### config.mk
export PLATFORM = sky130hd
export DESIGN_NAME = overlay_fetch_flat
export DESIGN_NICKNAME = d
export VERILOG_FILES = /design/src/rtl/overlay_fetch_if.sv /design/src/rtl/overlay_fetch.sv /design/src/flat_wrapper.sv
export SDC_FILE = /design/constraint.sdc
export NUM_CORES = 1
export LEC_CHECK = 0
export ABC_AREA = 1
export BUFFER_PORTS_ARGS = -buffer_cell sky130_fd_sc_hd__buf_2
export CAP_MARGIN = 0
export CORE_ASPECT_RATIO = 0.8
export CORE_MARGIN = 2
export CORE_UTILIZATION = 45
export DETAILED_ROUTE_END_ITERATION = 10
export SLEW_MARGIN = 15
export SYNTH_ARGS = -nofsm -noshare
export SYNTH_HDL_FRONTEND = slang
export SYNTH_SLANG_ARGS = --single-unit
### constraint.sdc
create_clock -name clock_i -period 6.26 [get_ports clock_i]
set_input_delay 0.626 -clock clock_i [delete_from_list [all_inputs] [get_ports clock_i]]
set_output_delay 0.626 -clock clock_i [all_outputs]
set_load 0.01 [all_outputs]
### src/rtl/overlay_fetch_if.sv
`timescale 1ns/1ps
`default_nettype none
// ============================================================================
//  overlay_fetch_if : single-outstanding SDRAM read port for overlay_fetch
//  Revision: 1.0
// ============================================================================
interface overlay_fetch_if #(
  parameter int ADDR_W = 25,
  parameter int WORD_W = 32
);
  logic              mem_req;
  logic [ADDR_W-1:0] mem_addr;
  logic              mem_ack;
  logic [WORD_W-1:0] mem_data;

  modport master (output mem_req, output mem_addr, input mem_ack, input mem_data);
  modport slave  (input mem_req, input mem_addr, output mem_ack, output mem_data);
endinterface
`default_nettype wire

### src/rtl/overlay_fetch.sv
`timescale 1ns/1ps
`default_nettype none
// ============================================================================
//  overlay_fetch : prefetching overlay pixel streamer (vsync-restarted frames)
//  Option macro OVL_UNDERRUN_HOLD_EN: hold last pixel on underrun (else 0).
//  Revision: 1.0
// ============================================================================
module overlay_fetch #(
  parameter int                WORD_W      = 32,
  parameter int                PIX_W       = 16,
  parameter int                FIFO_DEPTH  = 8,
  parameter int                ADDR_W      = 25,
  parameter int                FRAME_WORDS = 194400,
  parameter logic [ADDR_W-1:0] BASE_H      = '0,
  parameter logic [ADDR_W-1:0] BASE_V      = ADDR_W'(32'h0010_0000)
) (
  input  logic                              clock_i,
  input  logic                              reset_i,
  input  logic                              enable_i,
  input  logic                              orient_i,
  input  logic                              vs_i,
  input  logic                              de_i,
  input  logic                              ce_pix_i,
  overlay_fetch_if.master                   mem,
  output logic [PIX_W-1:0]                  pix_o,
  output logic                              underrun_o,
  output logic [$clog2(FIFO_DEPTH):0]       fifo_level_o
);
  localparam int NPIX  = WORD_W / PIX_W;
  localparam int IDX_W = (NPIX > 1) ? $clog2(NPIX) : 1;
  localparam int PTR_W = $clog2(FIFO_DEPTH);
  localparam int LVL_W = PTR_W + 1;
  localparam int REM_W = $clog2(FRAME_WORDS + 1);

  typedef enum logic [1:0] {S_IDLE, S_DRAIN, S_FETCH, S_DONE} state_t;

  state_t                   state_q, state_d;
  logic                     vs_q, out_q, out_d, req_q, req_d, urun_q, urun_d;
  logic [ADDR_W-1:0]        maddr_q, maddr_d, addr_q, addr_d;
  logic [REM_W-1:0]         rem_q, rem_d;
  logic [LVL_W-1:0]         wptr_q, wptr_d, rptr_q, rptr_d, level;
  logic [IDX_W-1:0]         idx_q, idx_d;
  logic [PIX_W-1:0]         pix_q, pix_d;
  logic [WORD_W-1:0]        fifo_mem [FIFO_DEPTH];
  logic [NPIX-1:0][PIX_W-1:0] head_pix;
  logic                     vs_rise, restart, demand, issue, push, pop, empty;

  assign level    = wptr_q - rptr_q;
  assign empty    = (level == '0);
  assign head_pix = fifo_mem[rptr_q[PTR_W-1:0]];
  assign vs_rise  = vs_i & ~vs_q;
  // A vsync edge is ignored while draining; it wins over a same-cycle demand.
  assign restart  = enable_i & vs_rise & (state_q != S_DRAIN);
  assign demand   = ce_pix_i & de_i & (state_q != S_IDLE) & ~restart;
  assign issue    = enable_i & (state_q == S_FETCH) & ~restart & ~out_q
                  & (level < LVL_W'(FIFO_DEPTH)) & (rem_q != '0);
  assign push     = mem.mem_ack & ((state_q == S_FETCH) | (state_q == S_DONE)) & ~restart;
  assign pop      = demand & ~empty & (idx_q == IDX_W'(NPIX - 1));

  always_comb begin
    state_d = state_q;
    out_d   = out_q;
    req_d   = issue;
    maddr_d = maddr_q;
    addr_d  = addr_q;
    rem_d   = rem_q;
    wptr_d  = wptr_q;
    rptr_d  = rptr_q;
    idx_d   = idx_q;
    pix_d   = pix_q;
    urun_d  = urun_q;

    if (issue) begin
      out_d   = 1'b1;
      maddr_d = addr_q;
      addr_d  = addr_q + ADDR_W'(1);
      rem_d   = rem_q - REM_W'(1);
    end else if (mem.mem_ack) begin
      out_d   = 1'b0;
    end

    if (push) wptr_d = wptr_q + LVL_W'(1);

    if (demand) begin
      if (!empty) begin
        pix_d = head_pix[idx_q];
        if (pop) begin
          idx_d  = '0;
          rptr_d = rptr_q + LVL_W'(1);
        end else begin
          idx_d  = idx_q + IDX_W'(1);
        end
      end else begin
        urun_d = 1'b1;
`ifdef OVL_UNDERRUN_HOLD_EN
        pix_d  = pix_q;
`else
        pix_d  = '0;
`endif
      end
    end

    case (state_q)
      S_DRAIN: if (mem.mem_ack) state_d = S_FETCH;
      S_FETCH: if (issue && (rem_q == REM_W'(1))) state_d = S_DONE;
      default: ;
    endcase

    // An ack landing on the restart cycle retires the old request itself.
    if (restart) begin
      state_d = (out_q & ~mem.mem_ack) ? S_DRAIN : S_FETCH;
      addr_d  = orient_i ? BASE_V : BASE_H;
      rem_d   = REM_W'(FRAME_WORDS);
      wptr_d  = '0;
      rptr_d  = '0;
      idx_d   = '0;
      urun_d  = 1'b0;
    end

    if (state_q == S_IDLE) begin
      wptr_d = '0;
      rptr_d = '0;
      idx_d  = '0;
      pix_d  = '0;
      urun_d = 1'b0;
    end

    if (!enable_i) state_d = S_IDLE;
  end

  always_ff @(posedge clock_i or posedge reset_i) begin
    if (reset_i) begin
      state_q <= S_IDLE;
      vs_q    <= 1'b0;
      out_q   <= 1'b0;
      req_q   <= 1'b0;
      maddr_q <= '0;
      addr_q  <= '0;
      rem_q   <= '0;
      wptr_q  <= '0;
      rptr_q  <= '0;
      idx_q   <= '0;
      pix_q   <= '0;
      urun_q  <= 1'b0;
    end else begin
      state_q <= state_d;
      vs_q    <= vs_i;
      out_q   <= out_d;
      req_q   <= req_d;
      maddr_q <= maddr_d;
      addr_q  <= addr_d;
      rem_q   <= rem_d;
      wptr_q  <= wptr_d;
      rptr_q  <= rptr_d;
      idx_q   <= idx_d;
      pix_q   <= pix_d;
      urun_q  <= urun_d;
    end
  end

  always_ff @(posedge clock_i) begin
    if (push) fifo_mem[wptr_q[PTR_W-1:0]] <= mem.mem_data;
  end

  assign mem.mem_req   = req_q;
  assign mem.mem_addr  = maddr_q;
  assign pix_o         = pix_q;
  assign underrun_o    = urun_q;
  assign fifo_level_o  = level;
endmodule
`default_nettype wire

### src/flat_wrapper.sv
// flat-port wrapper written by rule: the top's interface ports become plain ports
module overlay_fetch_flat 
#(
  parameter int                WORD_W      = 32,
  parameter int                PIX_W       = 16,
  parameter int                FIFO_DEPTH  = 8,
  parameter int                ADDR_W      = 25,
  parameter int                FRAME_WORDS = 194400,
  parameter logic [ADDR_W-1:0] BASE_H      = '0,
  parameter logic [ADDR_W-1:0] BASE_V      = ADDR_W'(32'h0010_0000)
)
  (clock_i, reset_i, enable_i, orient_i, vs_i, de_i, ce_pix_i, pix_o, underrun_o, fifo_level_o, mem_mem_req, mem_mem_addr, mem_mem_ack, mem_mem_data);
  overlay_fetch_if #(.ADDR_W(ADDR_W), .WORD_W(WORD_W)) mem_i ();
  input  logic clock_i;
  input  logic reset_i;
  input  logic enable_i;
  input  logic orient_i;
  input  logic vs_i;
  input  logic de_i;
  input  logic ce_pix_i;
  output logic [PIX_W-1:0] pix_o;
  output logic underrun_o;
  output logic [$clog2(FIFO_DEPTH):0] fifo_level_o;
  output wire logic [$bits(mem_i.mem_req)-1:0] mem_mem_req;
  output wire logic [$bits(mem_i.mem_addr)-1:0] mem_mem_addr;
  input wire logic [$bits(mem_i.mem_ack)-1:0] mem_mem_ack;
  input wire logic [$bits(mem_i.mem_data)-1:0] mem_mem_data;
  assign mem_mem_req = mem_i.mem_req;
  assign mem_mem_addr = mem_i.mem_addr;
  assign mem_i.mem_ack = mem_mem_ack;
  assign mem_i.mem_data = mem_mem_data;
  overlay_fetch #(.WORD_W(WORD_W), .PIX_W(PIX_W), .FIFO_DEPTH(FIFO_DEPTH), .ADDR_W(ADDR_W), .FRAME_WORDS(FRAME_WORDS), .BASE_H(BASE_H), .BASE_V(BASE_V)) u_core (.clock_i(clock_i), .reset_i(reset_i), .enable_i(enable_i), .orient_i(orient_i), .vs_i(vs_i), .de_i(de_i), .ce_pix_i(ce_pix_i), .mem(mem_i), .pix_o(pix_o), .underrun_o(underrun_o), .fifo_level_o(fifo_level_o));
endmodule
==> results of run 1 <==
-- how the worst max path moves through the flow --
stage                                       from                         endpoint  slack (ns)
CTS                 u_core.rptr_q[2]$_DFFE_PP0P_     u_core.addr_q[8]$_DFFE_PP0P_        2.52
global route        u_core.rptr_q[2]$_DFFE_PP0P_     u_core.rem_q[17]$_DFFE_PP0P_        2.11
floorplan                            mem_mem_ack  u_core.fifo_mem[5][0]$_DFFE_PP_        2.68
global placement    u_core.rptr_q[2]$_DFFE_PP0P_     u_core.addr_q[7]$_DFFE_PP0P_        2.51
detailed placement  u_core.rptr_q[2]$_DFFE_PP0P_    u_core.addr_q[14]$_DFFE_PP0P_        2.51
finish              u_core.rptr_q[2]$_DFFE_PP0P_     u_core.addr_q[8]$_DFFE_PP0P_        2.52
-- flip-flops by register name, summed over array words and instances (netlist names) --
name and count:
u_core.fifo_mem 256, u_core.addr_q 25, u_core.mem.mem_addr 25, u_core.rem_q 18, u_core.pix_o 16, u_core.rptr_q 4
u_core.wptr_q 4, u_core.state_q 2, u_core.idx_q 1, u_core.mem.mem_req 1, u_core.out_q 1, u_core.underrun_o 1
u_core.vs_q 1
-- report_power, final --
part           switching (W)  total (W)  internal (W)  leakage [nW]
Sequential          0.000186    0.00294       0.00276          3.64
Combinational       0.000730    0.00105      0.000319          2.69
Clock               0.000889    0.00218       0.00129         0.587
Total                0.00180    0.00617       0.00437          6.92
-- cell type report --
cell class / count / area (µm²)
clock buffer: 54 / 1052
tap: 434 / 543.0
sequential: 355 / 10170
timing repair buffer: 103 / 558.0
multi-input combinational: 972 / 4561
clock inverter: 14 / 143.9
fill: 2984 / 16280
inverter: 64 / 244.0
antenna: 1 / 2.502
-- through the flow --
step	area (µm²)	utilization, %
2_1_floorplan	15270	-
3_3_place_gp	16080	47.90
3_5_place_dp	16080	47.90
4_1_cts	17270	51.47
5_1_grt	17270	51.48
6_report	17270	51.48
-- synth_stat cells (18+ instances only) --
cell and instances:
sky130_fd_sc_hd__a21oi_1 152, sky130_fd_sc_hd__a22oi_1 31, sky130_fd_sc_hd__buf_2 31, sky130_fd_sc_hd__clkbuf_1 27, sky130_fd_sc_hd__dfrtp_1 99, sky130_fd_sc_hd__edfxtp_1 256, sky130_fd_sc_hd__inv_1 57, sky130_fd_sc_hd__nand2_1 460
sky130_fd_sc_hd__nand3_1 72, sky130_fd_sc_hd__nor2_1 92, sky130_fd_sc_hd__nor3_1 18, sky130_fd_sc_hd__o21ai_0 62
-- layout by cell type (no fill, tap or decap), drive strengths merged --
cell type    n
or2          1
clkbuf      54
o211ai       5
clkinv      12
buf        103
a21oi      152
inv         63
fa           1
bufinv       3
diode        1
nor3b        1
o21ai       74
dfrtp       99
nand2      460
ha           9
a32oi        1
xnor2        9
xor2        15
a22oi       31
o22ai        1
edfxtp     256
nand3       74
nand4       16
nor2       101
nor3        18
nor4         2
and2         1
-- critical path, stage by stage, from the launching register on --
cell                      delay, ns
sky130_fd_sc_hd__dfrtp_1       1.01
sky130_fd_sc_hd__inv_1         0.17
sky130_fd_sc_hd__ha_1          0.42
sky130_fd_sc_hd__nand2_1       0.08
sky130_fd_sc_hd__nand2_1       0.05
sky130_fd_sc_hd__nor2_1        0.11
sky130_fd_sc_hd__nand2_1       0.09
sky130_fd_sc_hd__nand3_2       0.10
sky130_fd_sc_hd__nor2_4        0.03
sky130_fd_sc_hd__buf_4         0.29
sky130_fd_sc_hd__nor2_4        0.49
sky130_fd_sc_hd__inv_1         0.47
sky130_fd_sc_hd__o21ai_0       0.31
-- layer usage --
layer	share of wire [%]	routed length, µm	GRT usage (%)	vias to the layer above
met5	0.063	24	0	-
met4	1.8	674	5.797	4
met3	6.3	2398	3.970	55
met2	44	16660	33.02	317
met1	48	18190	33.16	5238
li1	-	-	-	5171
-- logic make-up after synthesis --
| kind of cell | after synthesis | synth area share (%) |
|---|---|---|
| AOI/OAI and AO/OA | 264 | 9.308 |
| and+or+nand+nor | 674 | 17.99 |
| DFF | 355 | 66.57 |
| xor gates and xnor gates | 24 | 1.377 |
| adders and majority gates | 10 | 0.8686 |
| buffers and inverters | 137 | 3.892 |
==> flow_summary.json, run 1 <==
{
  "outcome": "finished clean",
  "dominantRegCellSynth": "sky130_fd_sc_hd__edfxtp_1",
  "die_area_um2": 35430,
  "critical_path.startpoint_type": "register",
  "yosys-top-cells-area": "sky130_fd_sc_hd__edfxtp_1 (50%), sky130_fd_sc_hd__dfrtp_1 (16%), sky130_fd_sc_hd__nand2_1 (11%)",
  "synth-seq-area-share_pct": 66.57,
  "drt_iter0_drc": 1037,
  "hold_ws_ns": 0.1481,
  "worst-path-max-fanout": 50,
  "final_hold_violating_endpoints": 0,
  "ctsHtreeMaxLevel": 2,
  "antenna_violating_nets_post_route": 0,
  "power.static_leakage_nw": 6.920,
  "syn_to_final_growth_pct": 13.13,
  "clock_path_buffers": 3,
  "max_slew.worst_pin.slew_ns": 1.199,
  "period_needed_ns": 3.738,
  "post_drt_via_cell_ratio": 5.401,
  "synth-warning-count": 0,
  "floorplan.die.width_um": 210.0,
  "cp-end-kind": "register",
  "clock_tree_from_tritoncts": "built",
  "globalRouteOverflowTotal": 0,
  "std_cell_rows": 60,
  "post-route-worst-setup-slack_ns": 2.522,
  "synth.top_cell.area_share_pct": 50.34,
  "netlist-cell-type-count": 34,
  "power_w": 0.006172,
  "synth_nets": 1514,
  "reg2reg_from": "u_core.rptr_q[2]$_DFFE_PP0P_",
  "drive_above_1_share_pct": 11.84,
  "tritoncts_num_sinks": 355,
  "clk_pin_slew_worst_paths_ns": 0.06,
  "finalNetCount": 1583,
  "max_freq_mhz": 267.6,
  "first_global_vias": 10460,
  "placement.io_buffers": 86,
  "crit_type": "register to register",
  "tns_ns": 0,
  "timing.critical_path.required_ns": 6.69,
  "clock_insertion_delay_worst_skew_ns": 0.54,
  "synth_area_leader_cell": "sky130_fd_sc_hd__edfxtp_1",
  "timing.reg2reg.setup_slack_ns": 2.52,
  "max-cap-violations": 0,
  "root_buffer": "sky130_fd_sc_hd__clkbuf_16",
  "cts_made_buffers": 37,
  "power.ir.vdd_worst_v": 0.0002122,
  "synth.avg_cell_area_um2": 10.43,
  "cts.repair_timing.setup_buffer_count": 0,
  "worst_clock_skew_ns": 0.02330,
  "detailed_place_hpwl_um": 22300,
  "yosys_register_bits": 355,
  "timing.reg2reg.worst_path_depth": 12,
  "coreArea_um2": 33560,
  "drt_pass1_iterations": 5,
  "worst_hold_path_type": "input port to asynchronous set/reset pin",
  "final_min_period_over_clock_period_pct": 59.71,
  "relSlewSlack_pct": 20.00,
  "initial_utilization_pct": 45.50,
  "async_flop_share_pct": 27.89,
  "grt_max_degree": 86,
  "post_synthesis_cell_count": 1464,
  "grt_first_pass_wirelength_um": 60130,
  "postCtsHoldBufs": 0,
  "route.detailed.wl_per_inst_um": 19.00,
  "synth-edff-count": 256,
  "rsz0062_at_grt": "no",
  "pwr_density_cell_nw_per_um2": 357.3,
  "drv_slew": 0,
  "drc_errors": 0,
  "routability_cong": 0.8856,
  "worstPathArrival_ns": 4.17,
  "worst_setup_timing_slack_at_the_placement_stage_ns": 2.506,
  "synth_area_um2": 15270,
  "placedCellCount": 1928,
  "post_layout_nonfiller_instances": 1997,
  "detailroute.via_count": 10790,
  "cts_repair_resize_count": 0,
  "groute.usage.overall_pct": 22.02,
  "top_level_ports": 87,
  "reg2reg_to": "u_core.addr_q[8]$_DFFE_PP0P_",
  "antenna_violations_before_repair": 4,
  "wl_um": 37950,
  "chipHeight_um": 168.8,
  "setup_viol_count_final": 0
}
Power figures use the tool's default switching activity.
==> inputs of run 2 (changes only) <==
clock period = 3.5 ns   (was 6.26 ns; I/O delays follow)
==> flow_summary.json, run 2 (synthesized netlist as in run 1, its figures left out) <==
{
  "outcome": "finished clean",
  "std_cell_rows": 60,
  "first_global_vias": 10380,
  "grt_max_degree": 93,
  "critPathCapture": "fifo_level_o[2]",
  "cp-end-kind": "output port",
  "clk_pin_slew_worst_paths_ns": 0.06,
  "antenna_violations_before_repair": 0,
  "chipHeight_um": 168.8,
  "grt_first_pass_wirelength_um": 59420,
  "final_hold_violating_endpoints": 0,
  "worst_hold_path_type": "input port to register",
  "period_needed_ns": 2.676,
  "cts_repair_resize_count": 0,
  "clock_insertion_delay_worst_skew_ns": 0.53,
  "top_level_ports": 87,
  "cts_made_buffers": 37,
  "routability_cong": 0.8802,
  "drive_above_1_share_pct": 11.87,
  "crit_type": "register to output port",
  "largest_register_ff_count": 256,
  "drc_errors": 0,
  "timing.reg2reg.setup_slack_ns": 0.87,
  "pwr_density_cell_nw_per_um2": 627.3,
  "power.static_leakage_nw": 6.924,
  "setup_viol_count_final": 0,
  "drt_iter0_drc": 1127,
  "globalRoute.busiestLayer": "met1",
  "critical_path.startpoint_type": "register",
  "worst-path-max-fanout": 47,
  "worst_clock_skew_ns": 0.01107,
  "cts.repair_timing.setup_buffer_count": 0,
  "reg2reg_from": "u_core.wptr_q[2]$_DFFE_PP0P_",
  "count_of_inserted_antenna_diode_cells": 0,
  "startpoint": "u_core.rptr_q[1]$_DFFE_PP0P_",
  "post-route-worst-setup-slack_ns": 0.8238,
  "grt_util_met1_pct": 32.77,
  "worst_setup_timing_slack_at_the_placement_stage_ns": 0.8500,
  "groute.usage.overall_pct": 21.65,
  "ctsHtreeMaxLevel": 2,
  "grtUsageMet3_pct": 4.620,
  "syn_to_final_growth_pct": 13.10,
  "rsz0062_at_grt": "no",
  "power_w": 0.01083,
  "power.ir.vdd_worst_v": 0.0002936,
  "clock_path_buffers": 3,
  "max_stage_delay_ns": 0.57,
  "detailed_place_hpwl_um": 22170,
  "final_min_period_over_clock_period_pct": 76.46,
  "floorplan.die.width_um": 210.0,
  "coreArea_um2": 33560,
  "max_slew.worst_pin.slew_ns": 1.082,
  "post_drt_via_cell_ratio": 5.411,
  "most_common_cell_after_layout_fill_and_taps_aside": "sky130_fd_sc_hd__nand2_1",
  "root_buffer": "sky130_fd_sc_hd__clkbuf_16",
  "die_area_um2": 35430,
  "finalNetCount": 1590,
  "detailroute.via_count": 10830,
  "placement.io_buffers": 86,
  "drt_pass1_iterations": 6,
  "initial_utilization_pct": 45.50,
  "postCtsHoldBufs": 2,
  "route.detailed.wl_per_inst_um": 18.75,
  "final_core_utilization_pct": 51.47,
  "placedInstanceArea_um2": 16130,
  "relSlewSlack_pct": 27.85,
  "worstPathArrival_ns": 2.33,
  "gr_util_met2_pct": 31.69,
  "stdcell_area_um2": 17270,
  "max-cap-violations": 0,
  "reg2reg_to": "u_core.addr_q[23]$_DFFE_PP0P_",
  "final_cell_mix": "sky130_fd_sc_hd__nand2_1 (460), sky130_fd_sc_hd__edfxtp_1 (256), sky130_fd_sc_hd__a21oi_1 (152)",
  "critical_path.slowest_cell": "sky130_fd_sc_hd__buf_4",
  "clock_tree_from_tritoncts": "built",
  "tritoncts_num_sinks": 355,
  "timing.critical_path.required_ns": 3.15,
  "max_freq_mhz": 373.7,
  "cp_cell_sequence": "inv_2 -> buf_4 -> fa_1 -> xor2_1 -> buf_2",
  "timing.reg2reg.worst_path_depth": 10,
  "tns_ns": 0,
  "antenna_violating_nets_post_route": 0,
  "wl_um": 37510,
  "globalRouteOverflowTotal": 0,
  "drv_slew": 0
}
-- run 2: cell count changes in the layout (fill, tap and decap cells not counted) --
cell,before,now
sky130_fd_sc_hd__buf_12,0,1
sky130_fd_sc_hd__buf_4,17,21
sky130_fd_sc_hd__bufinv_16,3,1
sky130_fd_sc_hd__clkbuf_8,2,1
sky130_fd_sc_hd__clkinv_1,5,7
sky130_fd_sc_hd__clkinv_2,7,6
sky130_fd_sc_hd__diode_2,1,0
sky130_fd_sc_hd__dlygate4sd3_1,0,2
-- run 2: critical path: cells and delay by family, from the launching register on --
kind / cells / cell delay [ns]
DFF: 1 / 0.40
xor gates and xnor gates: 1 / 0.23
adders and majority gates: 1 / 0.33
buffers and inverters: 3 / 0.83
-- run 2: through the flow --
stage | hold WS [ns] | cells
4_1_cts | 0.04412 | 2001
3_3_place_gp | 0.4529 | 1933
3_5_place_dp | 0.4569 | 1933
6_report | 0.06685 | 2001
2_1_floorplan | 0.3814 | 1464
5_1_grt | 0.05958 | 2001
-- run 2: final cells by class --
class | count | area (µm²)
inverters | 64 | 244.0
multi-input cells | 972 | 4561
fillers | 3069 | 16290
clock inverters | 13 | 86.33
clock buffers | 53 | 1039
flip-flops and latches | 355 | 10170
well taps | 434 | 543.0
repair buffers | 110 | 628.1
-- run 2: metal layers --
metal	vias up	wire length, µm
met5	-	0
met4	0	665
met3	51	2964
met2	365	15890
met1	5227	18000
li1	5184	-
-- run 2: report_power, final --
| group | total [W] | internal, W | switching [W] |
|---|---|---|---|
| combinational | 0.00193 | 0.000586 | 0.00134 |
| clock | 0.00370 | 0.00214 | 0.00156 |
| sequential | 0.00521 | 0.00493 | 0.000279 |
| total | 0.0108 | 0.00765 | 0.00318 |
-- run 2: worst min-delay path by stage --
stage,startpoint,endpoint,cells past startpoint
3_3_place_gp,u_core.mem.mem_addr[6]$_DFFE_PP0P_,u_core.mem.mem_addr[6]$_DFFE_PP0P_,2
3_5_place_dp,u_core.mem.mem_addr[13]$_DFFE_PP0P_,u_core.mem.mem_addr[13]$_DFFE_PP0P_,2
4_1_cts,orient_i,u_core.addr_q[20]$_DFFE_PP0P_,3
6_report,orient_i,u_core.addr_q[20]$_DFFE_PP0P_,3
5_1_grt,orient_i,u_core.addr_q[20]$_DFFE_PP0P_,3
2_1_floorplan,vs_i,u_core.vs_q$_DFF_PP0_,0
==> inputs of run 3 (changes only) <==
clock period = 2.5 ns   (was 3.5 ns; I/O delays follow)
==> flow_summary.json, run 3 (synthesized netlist as in run 1, its figures left out) <==
{
  "most_common_cell_after_layout_fill_and_taps_aside": "sky130_fd_sc_hd__nand2_1",
  "p_int_w": 0.01068,
  "worst_hold_path_type": "input port to register",
  "worst-path-max-fanout": 3,
  "syn_to_final_growth_pct": 16.54,
  "final_min_period_over_clock_period_pct": 93.94,
  "hold_ws_ns": 0.04209,
  "placedCellCount": 1943,
  "combPwrFrac_pct": 18.9,
  "clock_path_buffers": 3,
  "tritoncts_num_sinks": 355,
  "worst_setup_timing_slack_at_the_placement_stage_ns": 0.03264,
  "hold_path.startpoint": "mem_mem_data[6]",
  "clock_insertion_delay_worst_skew_ns": 0.54,
  "count_of_inserted_antenna_diode_cells": 0,
  "first_global_vias": 10380,
  "worst_clock_skew_ns": 0.02198,
  "power.ir.vdd_worst_v": 0.0006636,
  "outcome": "finished clean",
  "reg2reg_to": "u_core.addr_q[22]$_DFFE_PP0P_",
  "relSlewSlack_pct": 45.67,
  "grt_max_degree": 86,
  "max_freq_mhz": 425.8,
  "detailed_place_hpwl_um": 21930,
  "timing.reg2reg.worst_path_depth": 11,
  "drv_slew": 0,
  "coreArea_um2": 33560,
  "final_core_utilization_pct": 53.03,
  "drive_above_1_share_pct": 12.34,
  "antenna_violations_before_repair": 1,
  "routability_cong": 0.9067,
  "max_slew.worst_pin.slew_ns": 0.8149,
  "reg2reg_from": "u_core.wptr_q[2]$_DFFE_PP0P_",
  "clock_power_share_pct": 33.1,
  "cts_made_buffers": 37,
  "post-route-worst-setup-slack_ns": 0.1516,
  "globalRouteOverflowTotal": 0,
  "wl_um": 37960,
  "antenna_violating_nets_post_route": 0,
  "finalNetCount": 1636,
  "critical_path.startpoint_type": "register",
  "crit_type": "register to output port",
  "cp-end-kind": "output port",
  "route.detailed.wl_per_inst_um": 18.54,
  "chipHeight_um": 168.8,
  "min_delay_path_depth": 1,
  "power.sequential.fraction_pct": 47.9,
  "largest_register_ff_count": 256,
  "clock_tree_from_tritoncts": "built",
  "stdcell_area_um2": 17790,
  "floorplan.die.width_um": 210.0,
  "pwr_density_cell_nw_per_um2": 854.6,
  "fillerInstances": 2956,
  "grt_first_pass_wirelength_um": 59970,
  "post_layout_nonfiller_instances": 2047,
  "max-cap-violations": 0,
  "final_hold_violating_endpoints": 0,
  "groute.usage.overall_pct": 21.86,
  "power.static_leakage_nw": 7.131,
  "root_buffer": "sky130_fd_sc_hd__clkbuf_16",
  "period_needed_ns": 2.348,
  "timing.reg2reg.setup_slack_ns": 0.19,
  "top_level_ports": 87,
  "placement.io_buffers": 86,
  "final_cell_mix": "sky130_fd_sc_hd__nand2_1 (460), sky130_fd_sc_hd__edfxtp_1 (256), sky130_fd_sc_hd__a21oi_1 (152)",
  "drt_pass1_iterations": 5,
  "register_area_um2": 10170,
  "clk_pin_slew_worst_paths_ns": 0.06,
  "netSwitchingPower_w": 0.004527,
  "drc_errors": 0,
  "ctsHtreeMaxLevel": 2,
  "power.switching_fraction_pct": 29.77,
  "post_drt_via_cell_ratio": 5.354,
  "hold_path_end": "u_core.fifo_mem[3][6]$_DFFE_PP_",
  "initial_utilization_pct": 45.50,
  "multiInputGateArea_um2": 4567,
  "worstPathArrival_ns": 2.10,
  "setup_viol_count_final": 0,
  "detailroute.via_count": 10960,
  "placedInstanceArea_um2": 16340,
  "drt_iter0_drc": 1027,
  "die_area_um2": 35430,
  "timing.critical_path.required_ns": 2.25,
  "rsz0062_at_grt": "no",
  "std_cell_rows": 60
}
run 3: worst max path at each step:
stage | startpoint | to | slack, ns | depth (start not counted)
global route | u_core.wptr_q[2]$_DFFE_PP0P_ | u_core.addr_q[7]$_DFFE_PP0P_ | 0.03 | 11
floorplan | u_core.state_q[1]$_DFFE_PP0P_ | u_core.fifo_mem[1][0]$_DFFE_PP_ | -0.87 | 4
CTS | u_core.wptr_q[0]$_DFFE_PP0P_ | fifo_level_o[2] | 0.04 | 7
global placement | u_core.wptr_q[2]$_DFFE_PP0P_ | u_core.addr_q[13]$_DFFE_PP0P_ | 0.11 | 12
detailed placement | u_core.wptr_q[2]$_DFFE_PP0P_ | u_core.addr_q[22]$_DFFE_PP0P_ | 0.03 | 11
finish | u_core.wptr_q[0]$_DFFE_PP0P_ | fifo_level_o[2] | 0.15 | 7
run 3: routing by layer:
metal | track usage [%] | vias to the layer above | share of wire, %
met4 | 5.797 | 2 | 2.0
met2 | 32.28 | 325 | 43
met3 | 3.673 | 55 | 6.2
li1 | - | 5265 | -
met1 | 33.54 | 5313 | 49
met5 | 0 | - | 0.034
run 3: timing repair:
item,CTS,global route
hold buffers,35,0
gates resized for setup,1,0
setup buffers,0,2
pin swaps,1,0
endpoints found under the hold margin,245,0
setup endpoints to repair,2,1
gates cloned,1,0
run 3: metrics by stage:
step | power [W] | setup TNS (ns)
5_1_grt | 0.01599 | 0
4_1_cts | 0.01531 | 0
6_report | 0.01521 | 0
2_1_floorplan | 0.009139 | -111.19
3_5_place_dp | 0.01019 | 0
3_3_place_gp | 0.01015 | 0
run 3: worst max-delay path, stage by stage (launching register included):
cell and delay, ns:
sky130_fd_sc_hd__dfrtp_1 0.41, sky130_fd_sc_hd__inv_4 0.07, sky130_fd_sc_hd__ha_1 0.15, sky130_fd_sc_hd__inv_1 0.07
sky130_fd_sc_hd__fa_1 0.37, sky130_fd_sc_hd__xor2_1 0.22, sky130_fd_sc_hd__buf_4 0.15, sky130_fd_sc_hd__buf_2 0.12
run 3: power groups by stage:
| stage | clock [W] | sequential [W] | combinational [W] |
|---|---|---|---|
| 2_1_floorplan | 0 | 0.00740 | 0.00173 |
| 3_3_place_gp | 0 | 0.00738 | 0.00278 |
| 3_5_place_dp | 0 | 0.00739 | 0.00280 |
| 4_1_cts | 0.00515 | 0.00728 | 0.00287 |
| 5_1_grt | 0.00539 | 0.00735 | 0.00324 |
| 6_report | 0.00504 | 0.00729 | 0.00288 |
run 3: final cells by class:
class	instances	share of cell area [%]
Multi-Input combinational cell	973	25.66
Timing Repair Buffer	155	6.666
Sequential cell	355	57.15
Clock inverter	11	0.3234
Clock buffer	55	5.752
Tap cell	434	3.052
Inverter	64	1.392
